$ cat src/rtl/conv1d_ring_loader_pkg.sv
// conv1d_pkg: shared constants, FSM state type and depth clamp helper for
// the conv1d input ring loader.
// Optional feature macro: RING_LOADER_CLEAR_EN (adds the CLEAR state).
package conv1d_pkg;

    localparam int KERNEL_LENGTH      = 8;
    localparam int MAX_INPUT_CHANNELS = 128;
    localparam int BUFFERS_SIZE       = KERNEL_LENGTH * MAX_INPUT_CHANNELS;
    localparam int ADDR_W             = $clog2(BUFFERS_SIZE);
    localparam int PADDING            = 4;
    localparam int COL_W              = $clog2(KERNEL_LENGTH);
    localparam int FILL_W             = $clog2(KERNEL_LENGTH + 1);

    typedef enum logic [1:0] {
        ST_IDLE,
        ST_READY,
        ST_EMIT
`ifdef RING_LOADER_CLEAR_EN
        ,
        ST_CLEAR
`endif
    } ring_loader_state_e;

    // Depth values above the ring capacity saturate at the capacity.
    function automatic logic [7:0] clamp_depth(input logic [7:0] d);
        return (d > 8'(MAX_INPUT_CHANNELS)) ? 8'(MAX_INPUT_CHANNELS) : d;
    endfunction

endpackage

$ cat src/rtl/conv1d_ring_loader_if.sv
// Word stream (valid/ready) and ring-buffer byte write port of the loader.
// slave = loader side, master = producer / buffer-model side.
interface conv1d_ring_loader_if;
    import conv1d_pkg::*;

    logic              in_valid;
    logic              in_ready;
    logic [31:0]       in_data;
    logic              buf_we;
    logic [ADDR_W-1:0] buf_addr;
    logic [7:0]        buf_data;

    modport slave (
        input  in_valid, in_data,
        output in_ready, buf_we, buf_addr, buf_data
    );

    modport master (
        output in_valid, in_data,
        input  in_ready, buf_we, buf_addr, buf_data
    );

endinterface

$ cat src/rtl/conv1d_ring_loader_ring_ptr.sv
// ring_ptr: modulo counter counting 0..i_limit-1 with increment and a
// synchronous clear; the limit may change at run time.
module ring_ptr #(
    parameter int W = 4
) (
    input  logic         clk,
    input  logic         reset,
    input  logic         i_clr,
    input  logic         i_inc,
    input  logic [W:0]   i_limit,
    output logic [W-1:0] o_value
);

    logic [W-1:0] r_value;
    logic         w_at_end;

    assign w_at_end = ({1'b0, r_value} == (i_limit - (W+1)'(1)));
    assign o_value  = r_value;

    // Counter register: clear wins over increment, wrap at the limit.
    always_ff @(posedge clk) begin
        // NOTE: sequential state is always assigned with <= so every flop
        // samples pre-edge values regardless of block ordering.
        if (reset || i_clr) begin
            r_value <= '0;
        end else if (i_inc) begin
            r_value <= w_at_end ? '0 : r_value + W'(1);
        end
    end

endmodule

$ cat src/rtl/conv1d_ring_loader.sv
// conv1d_ring_loader: unpacks 32-bit words of four int8 activations into
// byte writes of the conv1d input ring, one byte per cycle, and tracks the
// oldest column slot (start_x) and how many columns are filled.
// Optional feature macro: RING_LOADER_CLEAR_EN (pre-pad ring with pad_value).
module conv1d_ring_loader
    import conv1d_pkg::*;
(
    input  logic                clk,
    input  logic                reset,
    input  logic                depth_wr,
    input  logic [7:0]          depth,
    input  logic [7:0]          pad_value,
    input  logic                compute_busy,
    conv1d_ring_loader_if.slave bus,
    output logic                col_valid,
    output logic [COL_W-1:0]    col_slot,
    output logic [COL_W-1:0]    start_x,
    output logic [FILL_W-1:0]   fill_count,
    output logic                window_full
);

    ring_loader_state_e r_state, w_state_next;

    logic [7:0]        r_depth;
    logic [7:0]        r_ch;
    logic [31:0]       r_word;
    logic [1:0]        r_idx;          // byte index currently on buf_*
    logic              r_col_pend;     // byte on buf_* closes a column
    logic              r_buf_we;
    logic [ADDR_W-1:0] r_buf_addr;
    logic [7:0]        r_buf_data;
    logic              r_col_valid;
    logic [COL_W-1:0]  r_col_slot;
    logic [FILL_W-1:0] r_fill;
    logic              r_full;

    logic              w_accept;
    logic              w_issue;        // a byte is registered onto buf_* at this edge
    logic              w_is_pad;
    logic [7:0]        w_issue_data;
    logic [1:0]        w_sel_idx;
    logic              w_col_end;
    logic              w_ptr_last;
    logic [ADDR_W:0]   w_ptr_limit;
    logic [ADDR_W-1:0] w_wr_ptr;
    logic [COL_W-1:0]  w_wr_col;
    logic [FILL_W-1:0] w_fill_inc;
    logic              w_unused_pad;

    assign bus.in_ready = (r_state == ST_READY) && !compute_busy && !depth_wr;
    assign w_accept     = bus.in_valid && bus.in_ready;
    assign w_ptr_limit  = (ADDR_W+1)'(r_depth) * (ADDR_W+1)'(KERNEL_LENGTH);
    assign w_ptr_last   = ({1'b0, w_wr_ptr} == (w_ptr_limit - (ADDR_W+1)'(1)));
    assign w_col_end    = (r_ch == (r_depth - 8'd1));
    assign w_fill_inc   = (r_fill == FILL_W'(KERNEL_LENGTH)) ? r_fill : r_fill + FILL_W'(1);
`ifdef RING_LOADER_CLEAR_EN
    assign w_unused_pad = 1'b0;
`else
    assign w_unused_pad = ^pad_value;
`endif

    // Byte address within the ring, wraps at KERNEL_LENGTH*depth.
    ring_ptr #(.W(ADDR_W)) u_wr_ptr (
        .clk     (clk),
        .reset   (reset),
        .i_clr   (depth_wr),
        .i_inc   (w_issue),
        .i_limit (w_ptr_limit),
        .o_value (w_wr_ptr)
    );

    // Column slot being filled; also the oldest slot reported as start_x.
    ring_ptr #(.W(COL_W)) u_wr_col (
        .clk     (clk),
        .reset   (reset),
        .i_clr   (depth_wr),
        .i_inc   (r_col_pend),
        .i_limit ((COL_W+1)'(KERNEL_LENGTH)),
        .o_value (w_wr_col)
    );

    // Next state and the byte to issue this cycle.
    always_comb begin
        // NOTE: every combinational output gets a default first, so no path
        // leaves a value held and no latch is inferred.
        w_state_next = r_state;
        w_issue      = 1'b0;
        w_is_pad     = 1'b0;
        w_issue_data = 8'h00;
        w_sel_idx    = r_idx + 2'd1;
        case (r_state)
            ST_IDLE: w_state_next = ST_IDLE;
            ST_READY: begin
                if (w_accept) begin
                    w_issue      = 1'b1;
                    w_issue_data = bus.in_data[7:0];
                    w_state_next = ST_EMIT;
                end
            end
            ST_EMIT: begin
                // Stop after byte 3 or once the byte on the bus ended a column.
                if ((r_idx != 2'd3) && !r_col_pend) begin
                    w_issue      = 1'b1;
                    w_issue_data = r_word[{w_sel_idx, 3'b000} +: 8];
                end else begin
                    w_state_next = ST_READY;
                end
            end
`ifdef RING_LOADER_CLEAR_EN
            ST_CLEAR: begin
                w_issue      = 1'b1;
                w_is_pad     = 1'b1;
                w_issue_data = pad_value;
                if (w_ptr_last) begin
                    w_state_next = ST_READY;
                end
            end
`endif
            default: w_state_next = ST_IDLE;
        endcase
        // A depth load overrides everything, including a word mid-emit.
        if (depth_wr) begin
            w_issue  = 1'b0;
            w_is_pad = 1'b0;
            if (clamp_depth(depth) == 8'd0) begin
                w_state_next = ST_IDLE;
            end else begin
`ifdef RING_LOADER_CLEAR_EN
                w_state_next = ST_CLEAR;
`else
                w_state_next = ST_READY;
`endif
            end
        end
    end

    // State, word capture, registered write port and column bookkeeping.
    always_ff @(posedge clk) begin
        if (reset) begin
            r_state     <= ST_IDLE;
            r_depth     <= 8'd0;
            r_ch        <= 8'd0;
            r_word      <= 32'd0;
            r_idx       <= 2'd0;
            r_col_pend  <= 1'b0;
            r_buf_we    <= 1'b0;
            r_buf_addr  <= '0;
            r_buf_data  <= 8'd0;
            r_col_valid <= 1'b0;
            r_col_slot  <= '0;
            r_fill      <= '0;
            r_full      <= 1'b0;
        end else begin
            r_state     <= w_state_next;
            r_buf_we    <= w_issue;
            r_col_valid <= r_col_pend && !depth_wr;
            if (depth_wr) begin
                r_depth    <= clamp_depth(depth);
                r_ch       <= 8'd0;
                r_idx      <= 2'd0;
                r_col_pend <= 1'b0;
                r_buf_addr <= '0;
                r_buf_data <= 8'd0;
                r_fill     <= '0;
                r_full     <= 1'b0;
            end else begin
                if (w_issue) begin
                    r_buf_addr <= w_wr_ptr;
                    r_buf_data <= w_issue_data;
                end
                r_col_pend <= w_issue && !w_is_pad && w_col_end;
                if (w_issue && !w_is_pad) begin
                    r_ch <= w_col_end ? 8'd0 : r_ch + 8'd1;
                end
                if (w_accept) begin
                    r_word <= bus.in_data;
                    r_idx  <= 2'd0;
                end else if (w_issue && (r_state == ST_EMIT)) begin
                    r_idx <= w_sel_idx;
                end
                if (r_col_pend) begin
                    r_col_slot <= w_wr_col;
                    r_fill     <= w_fill_inc;
                    r_full     <= (w_fill_inc == FILL_W'(KERNEL_LENGTH));
                end
`ifdef RING_LOADER_CLEAR_EN
                // Leaving CLEAR: the whole window already holds padding.
                if ((r_state == ST_CLEAR) && (w_state_next == ST_READY)) begin
                    r_fill <= FILL_W'(KERNEL_LENGTH);
                    r_full <= 1'b1;
                end
`endif
            end
        end
    end

    assign bus.buf_we   = r_buf_we;
    assign bus.buf_addr = r_buf_addr;
    assign bus.buf_data = r_buf_data;
    assign col_valid    = r_col_valid;
    assign col_slot     = r_col_slot;
    assign start_x      = w_wr_col;
    assign fill_count   = r_fill;
    assign window_full  = r_full;

endmodule
$ cat src/flat_wrapper.sv
// flat-port wrapper written by rule: the top's interface ports become plain ports
module conv1d_ring_loader_flat import conv1d_pkg::*;
  (clk, reset, depth_wr, depth, pad_value, compute_busy, col_valid, col_slot, start_x, fill_count, window_full, bus_in_valid, bus_in_data, bus_in_ready, bus_buf_we, bus_buf_addr, bus_buf_data);
  conv1d_ring_loader_if bus_i ();
  input  logic clk;
  input  logic reset;
  input  logic depth_wr;
  input  logic [7:0] depth;
  input  logic [7:0] pad_value;
  input  logic compute_busy;
  output logic col_valid;
  output logic [COL_W-1:0] col_slot;
  output logic [COL_W-1:0] start_x;
  output logic [FILL_W-1:0] fill_count;
  output logic window_full;
  input wire logic [$bits(bus_i.in_valid)-1:0] bus_in_valid;
  input wire logic [$bits(bus_i.in_data)-1:0] bus_in_data;
  output wire logic [$bits(bus_i.in_ready)-1:0] bus_in_ready;
  output wire logic [$bits(bus_i.buf_we)-1:0] bus_buf_we;
  output wire logic [$bits(bus_i.buf_addr)-1:0] bus_buf_addr;
  output wire logic [$bits(bus_i.buf_data)-1:0] bus_buf_data;
  assign bus_i.in_valid = bus_in_valid;
  assign bus_i.in_data = bus_in_data;
  assign bus_in_ready = bus_i.in_ready;
  assign bus_buf_we = bus_i.buf_we;
  assign bus_buf_addr = bus_i.buf_addr;
  assign bus_buf_data = bus_i.buf_data;
  conv1d_ring_loader u_core (.clk(clk), .reset(reset), .depth_wr(depth_wr), .depth(depth), .pad_value(pad_value), .compute_busy(compute_busy), .bus(bus_i), .col_valid(col_valid), .col_slot(col_slot), .start_x(start_x), .fill_count(fill_count), .window_full(window_full));
endmodule
$ cat config.mk
export PLATFORM = sky130hd
export DESIGN_NAME = conv1d_ring_loader_flat
export DESIGN_NICKNAME = d
export VERILOG_FILES = /design/src/rtl/conv1d_ring_loader_pkg.sv /design/src/rtl/conv1d_ring_loader_if.sv /design/src/rtl/conv1d_ring_loader_ring_ptr.sv /design/src/rtl/conv1d_ring_loader.sv /design/src/flat_wrapper.sv
export SDC_FILE = /design/constraint.sdc
export NUM_CORES = 1
export LEC_CHECK = 0
export ABC_AREA = 0
export BUFFER_PORTS_ARGS = -buffer_cell sky130_fd_sc_hd__buf_4
export CELL_PAD_IN_SITES_DETAIL_PLACEMENT = 1
export CELL_PAD_IN_SITES_GLOBAL_PLACEMENT = 1
export CORE_MARGIN = 2
export CORE_UTILIZATION = 39
export CTS_BUF_LIST = sky130_fd_sc_hd__clkbuf_2 sky130_fd_sc_hd__clkbuf_4 sky130_fd_sc_hd__clkbuf_8
export DETAILED_ROUTE_END_ITERATION = 16
export PLACE_DENSITY_LB_ADDON = 0.1
export SYNTH_ARGS = -nofsm -noshare
export SYNTH_HDL_FRONTEND = slang
export SYNTH_HIERARCHICAL = 1
export SYNTH_SLANG_ARGS = --single-unit
export TNS_END_PERCENT = 10
$ cat constraint.sdc
create_clock -name clk -period 2.2 [get_ports clk]
set_input_delay 0 -clock clk [delete_from_list [all_inputs] [get_ports clk]]
set_output_delay 0 -clock clk [all_outputs]
set_load 0.005 [all_outputs]
==> impl_metrics.py, run 1 <==
metrics = {
    "outcome": {
        "status": "finished, final reports clean",
    },
    "clock_network": {
        "cts_tree": "done",
        "clkSlewWorstSetupHoldPaths_ns": 0.09,
        "cts_sinks": 94,
        "cts_root_buffer": "clkbuf_8",
        "htreeDepth": 3,
        "cts_buffers": 9,
        "cts_buffer_depth": 2,
        "clock_latency_ns": 0.38,
    },
    "place": {
        "gp_congestion": 0.802,
        "place_ws_ns": 0.0180,
        "dp.final_hpwl_um": 9900,
        "port_buffers": 76,
    },
    "worst_setup_path": {
        "end_kind": "flop",
        "critPathLaunchType": "flop",
        "arrival_ns": 2.38,
        "critPathTopFamily": "simple AND/OR/NAND/NOR gates",
        "worst-path-buf-inv": 1,
        "crit_path_cell_trace": "or4b_4, or3_1, a21oi_2, nor2_1, nor4_4, buf_4, nor3_1",
        "worstPathMaxFanout": 8,
        "critical_path_required_ns": 2.46,
        "cpPeakStageDelay_ns": 0.52,
        "crit_type": "reg2reg",
        "slowest_stage": "or4b_4",
    },
    "cells_and_area": {
        "area_growth_pct": 32.7,
        "postLayoutCoreUtil": 0.526,
        "n_antenna_cell": 0,
        "regArea_mm2": 0.00189,
        "final_common_cell": "buf_4",
        "multi_input_area_mm2": 0.00292,
        "nFillCells": 1500,
        "final_cell_mix": "buf_4, nand2_1, dfxtp_1",
        "drive_gt1_frac": 0.237,
        "final_nets": 782,
    },
    "timing": {
        "maxSlewHeadroom": 0.664,
        "hold_viol": 0,
        "maxSlewViolCount": 0,
        "rsz0062_at_grt": "true",
        "fmax_mhz": 472,
        "setup-violations-final": 0,
        "finalCriticalPeriod_ns": 2.12,
        "skew_ns": 0.00903,
        "fin_crit_sh": 0.963,
        "worst_pin_slew_ns": 0.504,
        "setup_slack_ns": 0.0808,
        "fin_tns_setup_ns": 0,
    },
    "route": {
        "totalWireLength_um": 14400,
        "num_vias": 4664,
        "first_iter_violations": 213,
        "drt_pass1_iterations": 4,
        "drc": 0,
        "viasPerCell": 5.22,
        "ant_nets": 0,
        "wire_per_inst_um": 16.1,
    },
    "synthesis": {
        "synth-seq-cells": 94,
        "synthDistinctLibCells": 71,
        "ys.flop_type": "dfxtp_1",
        "synth_top_area_frac": 0.381,
        "synth_edf_count": 0,
        "ys_seq_area_frac": 0.381,
        "avgSynthCellArea_um2": 8.66,
        "yosys.area.top_type": "dfxtp_1",
        "synthCells": 570,
        "synth.cell_area_mm2": 0.00494,
        "synthTopCellsByArea": "dfxtp_1, nand2_1, a21oi_1",
        "synth-async-reset-ratio": 0,
        "yosys_warnings": 6,
    },
    "grt": {
        "overflow": 0,
        "grt_max_degree": 47,
        "globalRouteTotalUtil": 0.223,
        "grt_pass1_vias": 4831,
        "grt_pass1_wl_um": 23800,
        "antenna_found_initial": 0,
    },
    "power_and_ir_drop": {
        "power_density_mw_per_mm2": 512,
        "p_leak_nw": 2.55,
        "peakVddDrop_mv": 0.262,
    },
    "floorplan": {
        "initial_core_util": 0.396,
        "die_w_um": 117,
        "dieArea_mm2": 0.0136,
        "placementRows": 41,
        "ios": 85,
        "coreArea_mm2": 0.0125,
        "die_height_um": 117,
    },
    "flow_run": {
        "cap_viol_max_count": 0,
    },
    "hold_path": {
        "hold_path.class": "in2reg",
    },
}
cell type report:
cell class,count,share of cell area
timing repair buffer,154,0.194
inverter,15,0.00859
multi-input combinational,443,0.445
tap,172,0.0328
sequential,94,0.288
clock buffer,12,0.0233
clock inverter,4,0.00840
metal layers:
metal  global-route usage  vias up  share of wire
li1                     -     2294              -
met2                0.389       83           0.51
met5                    0        -              0
met1                0.277     2265           0.44
met3               0.0374       22          0.037
met4               0.0800        0          0.020
repair_timing:
action / CTS / global route
setup endpoints to repair: 0 / 11
hold endpoints to repair: 51 / 0
hold buffers: 41 / 0
gates resized for setup: 0 / 10
buffers inserted: 0 / 0
stage by stage:
step	hold slack [ns]	power [mW]	std cells	instance area (µm²)
2_1_floorplan	0.0330	1.97	588	5020
5_1_grt	0.0824	3.49	894	6550
4_1_cts	0.0619	3.38	894	6520
3_3_place_gp	0.218	2.09	837	5900
3_5_place_dp	0.220	2.10	837	5900
6_report	0.0734	3.36	894	6550
Yosys cell counts, drive strengths merged, types with 3 or more instances:
| cell type | count |
|---|---|
| o21ai | 17 |
| xor2 | 20 |
| nor4b | 3 |
| buf | 14 |
| clkbuf | 22 |
| o31a | 3 |
| ha | 12 |
| o311ai | 3 |
| a211oi | 8 |
| nor4 | 9 |
| a2111oi | 4 |
| inv | 15 |
| nor3 | 20 |
| mux2i | 8 |
| dfxtp | 94 |
| and3 | 7 |
| and4 | 4 |
| nand2 | 106 |
| nor2 | 28 |
| o31ai | 3 |
| and2 | 3 |
| xnor2 | 13 |
| a31oi | 4 |
| mux4 | 8 |
| or3 | 4 |
| nand3 | 7 |
| nor2b | 3 |
| nor3b | 5 |
| nand4 | 8 |
| o32ai | 4 |
| a22o | 3 |
| nand2b | 5 |
| a21oi | 76 |
flip-flops by register name, summed over array words and instances, names as in the netlist:
| register | flops |
|---|---|
| u_core/r_word | 32 |
| u_core/bus.buf_addr | 10 |
| u_core/u_wr_ptr/o_value | 10 |
| u_core/bus.buf_data | 8 |
| u_core/r_ch | 8 |
| u_core/r_depth | 8 |
| u_core/fill_count | 4 |
| u_core/col_slot | 3 |
| u_core/u_wr_col/o_value | 3 |
| u_core/r_idx | 2 |
| u_core/r_state | 2 |
| u_core/bus.buf_we | 1 |
| u_core/col_valid | 1 |
| u_core/r_col_pend | 1 |
| u_core/window_full | 1 |
path summary, 6_finish.rpt:
check	to	from	slack, ns	cells after the start
max	u_core/u_wr_ptr/o_value[4]	u_core/r_depth[3]	0.08	7
min	u_core/col_slot[1]	reset	0.07	2
max reg2reg	u_core/u_wr_ptr/o_value[4]	u_core/r_depth[3]	0.08	7
min reg2reg	u_core/r_word[31]	u_core/r_word[31]	0.46	2
worst register-to-register path, cell delays in order, from the launching register on:
cell     delay [ns]
dfxtp_2        0.39
or4b_4         0.53
or3_1          0.33
a21oi_2        0.19
nor2_1         0.11
nor4_4         0.22
buf_4          0.19
nor3_1         0.05
logic make-up (layout without fill, tap and decap cells):
family,after synthesis,count (layout),share of synthesized area
other cells,2,20,0.00152
buf+inv,51,185,0.0481
flops,94,94,0.381
fa+ha+maj,12,12,0.0304
simple gates,223,223,0.235
mux,17,17,0.0550
xor+xnor,37,37,0.0773
compound gates,134,134,0.172
power breakdown:
group,internal (mW),switching (mW),total [mW]
registers,1.72,0.0170,1.73
clock network,0.589,0.633,1.22
logic,0.206,0.195,0.401
No activity file was read; power rests on OpenSTA's default activity.
==> run 2, diff against run 1 <==
CORE_UTILIZATION = 47   (was 39)
clock period = 2.67 ns   (was 2.2 ns; I/O delays follow)
==> run 2 against run 1 <==
Power is 19% lower. Hold slack worse by 0.0034 ns. Combinational power is 22% lower. Clock skew is 0.00077 ns higher. Largest cell class unchanged.
==> impl_metrics.py, run 2 (same netlist as run 1, synthesis figures left out) <==
metrics = {
    "outcome": {
        "status": "finished, final reports clean",
    },
    "cells_and_area": {
        "final_common_cell": "nand2_1",
        "postLayoutCoreUtil": 0.609,
        "n_antenna_cell": 0,
        "final_cell_mix": "nand2_1, dfxtp_1, buf_4",
        "final_nets": 756,
        "drive_gt1_frac": 0.194,
        "regMostFlops": "u_core/r_word",
        "nFillCells": 1219,
        "largest_register_ffs": 32,
        "area_growth_pct": 26.7,
    },
    "timing": {
        "hold_viol": 0,
        "maxSlewViolCount": 0,
        "fin_crit_sh": 0.888,
        "hold_ws_ns": 0.0700,
        "setup_slack_ns": 0.300,
        "setup-violations-final": 0,
        "fin_tns_setup_ns": 0,
        "fmax_mhz": 422,
        "maxSlewHeadroom": 0.587,
        "finalCriticalPeriod_ns": 2.37,
        "worst_pin_slew_ns": 0.620,
        "skew_ns": 0.00980,
        "rsz0062_at_grt": "false",
    },
    "worst_setup_path": {
        "critPathLaunchType": "flop",
        "critical_path_required_ns": 2.92,
        "worstPathMaxFanout": 15,
        "crit_type": "reg2reg",
        "crit_path_cell_trace": "nor2_1, and4_1, a2111oi_1, nand4_2, nor4_4, nor3_1",
        "cpPeakStageDelay_ns": 0.71,
        "arrival_ns": 2.62,
        "slowest_stage": "dfxtp_1",
        "end_kind": "flop",
    },
    "clock_network": {
        "hold_buffers": 41,
        "post_cts_resized": 0,
        "cts_buffer_depth": 2,
        "cts_tree": "done",
        "cts_setup_buffers": 0,
        "cts_root_buffer": "clkbuf_8",
        "cts_buffers": 9,
        "cts_sinks": 94,
        "htreeDepth": 3,
        "clkSlewWorstSetupHoldPaths_ns": 0.11,
        "clock_latency_ns": 0.37,
    },
    "grt": {
        "grt_max_degree": 47,
        "use_met1": 0.331,
        "grt_pass1_vias": 5125,
        "grt_pass1_wl_um": 26200,
        "antenna_found_initial": 0,
        "top_usage_layer": "met2",
        "grtUsageMet2": 0.546,
        "overflow": 0,
        "met3_usage": 0.0527,
        "globalRouteTotalUtil": 0.295,
    },
    "floorplan": {
        "dieArea_mm2": 0.0113,
        "ios": 85,
        "die_w_um": 107,
        "placementRows": 37,
        "coreArea_mm2": 0.0103,
        "die_height_um": 107,
        "initial_core_util": 0.481,
    },
    "route": {
        "viasPerCell": 5.70,
        "first_iter_violations": 193,
        "drt_pass1_iterations": 4,
        "num_vias": 4745,
        "ant_nets": 0,
        "wire_per_inst_um": 19.5,
        "totalWireLength_um": 16200,
        "drc": 0,
    },
    "place": {
        "place_ws_ns": 0.324,
        "dp.final_hpwl_um": 9810,
        "gp_congestion": 0.839,
        "port_buffers": 76,
    },
    "power_and_ir_drop": {
        "p_sw_uw": 775,
        "p_comb_frac": 0.115,
        "p_seq_frac": 0.528,
        "power_mw": 2.71,
        "power_density_mw_per_mm2": 434,
        "peakVddDrop_mv": 0.295,
        "p_leak_nw": 2.41,
        "power.internal_mw": 1.94,
        "power_switching_share": 0.286,
        "clockPowerShare": 0.356,
    },
    "hold_path": {
        "hold_path.class": "in2reg",
    },
    "flow_run": {
        "cap_viol_max_count": 0,
    },
}
[run 2: changes by cell type in the layout (fill, tap and decap cells not counted), sizes merged]
cell	previous run	this run
clkinv	1	2
bufinv	1	0
inv	16	19
clkbuf	12	9
buf	113	87
[run 2: power by group through the flow]
stage	Sequential, mW	Clock (mW)	Combinational (mW)
floorplan	1.46	0	0.160
global placement	1.46	0	0.238
detailed placement	1.47	0	0.248
CTS	1.43	0.970	0.296
global route	1.44	1.03	0.340
finish	1.43	0.968	0.313
[run 2: worst paths after layout]
check	cells past startpoint	start	slack [ns]	to
max	6	u_core/r_depth[2]	0.30	u_core/u_wr_ptr/o_value[9]
min	2	reset	0.07	u_core/col_slot[0]
max reg2reg	6	u_core/r_depth[2]	0.30	u_core/u_wr_ptr/o_value[9]
min reg2reg	2	u_core/bus.buf_addr[4]	0.46	u_core/bus.buf_addr[4]
[run 2: per-stage QoR]
step	area, µm²	cells
2_1_floorplan	5010	588
3_3_place_gp	5650	775
4_1_cts	6260	832
3_5_place_dp	5650	775
6_report	6260	832
5_1_grt	6260	832
[run 2: layout make-up]
class / count / area (µm²) / share of cell area
multi-input cells: 443 / 2890 / 0.461
flip-flops and latches: 94 / 1880 / 0.301
repair buffers: 128 / 1060 / 0.170
well taps: 136 / 170 / 0.0272
clock buffers: 9 / 124 / 0.0198
clock inverters: 7 / 75.1 / 0.0120
inverters: 15 / 56.3 / 0.00900
[run 2: layer usage]
metal | vias to the layer above | share of wire
li1 | 2244 | -
met1 | 2360 | 0.40
met2 | 105 | 0.53
met3 | 36 | 0.036
met4 | 0 | 0.033
met5 | - | 0
[run 2: worst max-delay path, delay by kind of cell, from the launching register on]
kind / cells / cell delay [ns]
DFF: 1 / 0.71
AOI/OAI and AO/OA: 1 / 0.47
and+or+nand+nor: 5 / 1.07
==> run 3, diff against run 2 <==
CELL_PAD_IN_SITES_DETAIL_PLACEMENT = unset   (was 1)
CELL_PAD_IN_SITES_GLOBAL_PLACEMENT = unset   (was 1)
CORE_UTILIZATION = 51   (was 47)
PLACE_DENSITY = 0.74   (was unset)
PLACE_DENSITY_LB_ADDON = unset   (was 0.1)
==> run 3 against run 2 <==
Non-clock buffer count down 1. Power about the same. Global-route usage down 4.7 points. Clock power up 2%. Wire length down 24%. Largest power group unchanged.
==> impl_metrics.py, run 3 (same netlist as run 1, synthesis figures left out) <==
metrics = {
    "worst_setup_path": {
        "critPathTopFamily": "simple AND/OR/NAND/NOR gates",
        "worstRegToRegCells": 6,
        "worstPathMaxFanout": 15,
        "critPathLaunchType": "flop",
        "worst-path-buf-inv": 0,
        "arrival_ns": 2.56,
        "crit_type": "reg2reg",
        "slowest_stage": "or4b_4",
        "r2r_start": "u_core/r_depth[2]",
        "r2r_slack_ns": 0.35,
        "cpPeakStageDelay_ns": 0.60,
        "critical_path_required_ns": 2.91,
        "timing.rr.end": "u_core/u_wr_ptr/o_value[6]",
        "end_kind": "flop",
        "crit_path_cell_trace": "or4b_4, or3_1, a21oi_2, nor2_1, nor4_4, nor3_1",
    },
    "clock_network": {
        "clkSlewWorstSetupHoldPaths_ns": 0.09,
        "htreeDepth": 3,
        "cts_root_buffer": "clkbuf_8",
        "cts_sinks": 94,
        "cts_buffer_depth": 2,
        "cts_setup_buffers": 0,
        "cts_buffers": 9,
        "clock_latency_ns": 0.37,
        "cts_tree": "done",
    },
    "hold_path": {
        "hold_path.class": "in2reg",
        "min_path_cells": 2,
        "min_to": "u_core/r_depth[7]",
        "min-delay-start": "reset",
    },
    "cells_and_area": {
        "final_cell_mix": "nand2_1, dfxtp_1, buf_4",
        "drive_gt1_frac": 0.193,
        "area_growth_pct": 26.5,
        "regMostFlops": "u_core/r_word",
        "postLayoutCoreUtil": 0.670,
        "final_common_cell": "nand2_1",
        "n_antenna_cell": 0,
        "final_nets": 755,
        "largest_register_ffs": 32,
    },
    "timing": {
        "hold_viol": 0,
        "skew_ns": 0.0106,
        "maxSlewHeadroom": 0.626,
        "finalCriticalPeriod_ns": 2.32,
        "fin_tns_setup_ns": 0,
        "maxSlewViolCount": 0,
        "fin_crit_sh": 0.869,
        "setup-violations-final": 0,
        "worst_pin_slew_ns": 0.560,
        "rsz0062_at_grt": "false",
        "fmax_mhz": 431,
    },
    "route": {
        "drt_pass1_iterations": 5,
        "viasPerCell": 5.49,
        "ant_nets": 0,
        "totalWireLength_um": 12300,
        "wire_per_inst_um": 15.0,
        "drc": 0,
        "num_vias": 4521,
        "first_iter_violations": 276,
    },
    "place": {
        "gp_congestion": 0.941,
        "dp.final_hpwl_um": 8160,
        "port_buffers": 76,
    },
    "floorplan": {
        "initial_core_util": 0.529,
        "placementRows": 35,
        "ios": 85,
        "die_w_um": 102,
        "die_height_um": 102,
        "coreArea_mm2": 0.00933,
        "dieArea_mm2": 0.0105,
    },
    "grt": {
        "antenna_found_initial": 0,
        "globalRouteTotalUtil": 0.248,
        "grt_max_degree": 47,
        "grt_pass1_wl_um": 20500,
        "overflow": 0,
        "grt_pass1_vias": 4330,
    },
    "power_and_ir_drop": {
        "p_leak_nw": 2.41,
        "power_density_mw_per_mm2": 434,
        "peakVddDrop_mv": 0.270,
    },
    "flow_run": {
        "cap_viol_max_count": 0,
    },
    "outcome": {
        "status": "finished, final reports clean",
    },
}
run 3: cell types whose count changed in the layout (fill, tap and decap cells not counted):
cell | previous run | this run
buf_4 | 87 | 86
bufinv_16 | 0 | 1
clkbuf_4 | 0 | 1
clkinv_8 | 1 | 0
inv_6 | 1 | 2
inv_8 | 3 | 1
run 3: repair_timing:
action                     4_1_cts  5_1_grt
setup endpoints to repair        0        0
resized for setup                0        0
hold buffers                    41        0
hold endpoints to repair        52        0
run 3: worst max-delay path by stage:
| stage | to | start | slack, ns | cells after the start |
|---|---|---|---|---|
| global placement | u_core/u_wr_ptr/o_value[5] | u_core/r_depth[2] | 0.42 | 6 |
| detailed placement | u_core/u_wr_ptr/o_value[8] | u_core/r_depth[2] | 0.36 | 6 |
| global route | u_core/u_wr_ptr/o_value[6] | u_core/r_state[0] | 0.17 | 9 |
| floorplan | u_core/u_wr_ptr/o_value[9] | u_core/r_state[1] | 0.34 | 13 |
| finish | u_core/u_wr_ptr/o_value[6] | u_core/r_depth[2] | 0.35 | 6 |
| CTS | u_core/u_wr_ptr/o_value[8] | u_core/r_depth[2] | 0.35 | 6 |
run 3: metal layers:
layer	share of wire	track usage	routed length [µm]	vias up
li1	-	-	-	2243
met1	0.45	0.322	5520	2118
met2	0.48	0.405	5950	135
met3	0.049	0.0534	602	25
met4	0.021	0.0954	265	0
met5	0	0	0	-
run 3: area by class of cell:
cell class	instances	area, µm²
clock buffer	10	131
clock inverter	6	75.1
fill	738	3080
inverter	15	56.3
multi-input combinational	443	2890
sequential	94	1880
tap	129	161
timing repair buffer	127	1060
run 3: stage by stage:
| step | cell area [µm²] | setup WS [ns] | power, mW | hold slack, ns | cells |
|---|---|---|---|---|---|
| after floorplan | 5010 | 0.335 | 1.62 | 0.0330 | 588 |
| after global placement | 5630 | 0.424 | 1.70 | 0.213 | 767 |
| after detailed placement | 5630 | 0.360 | 1.70 | 0.212 | 767 |
| after CTS | 6250 | 0.347 | 2.73 | 0.0570 | 824 |
| after global routing | 6250 | 0.169 | 2.82 | 0.0804 | 824 |
| final | 6250 | 0.350 | 2.71 | 0.0829 | 824 |
run 3: report_power, final:
| group | total [mW] | internal (mW) | switching (mW) | leakage, nW |
|---|---|---|---|---|
| clock | 0.984 | 0.458 | 0.526 | 0.103 |
| combinational | 0.296 | 0.153 | 0.143 | 1.55 |
| sequential | 1.43 | 1.41 | 0.0195 | 0.759 |
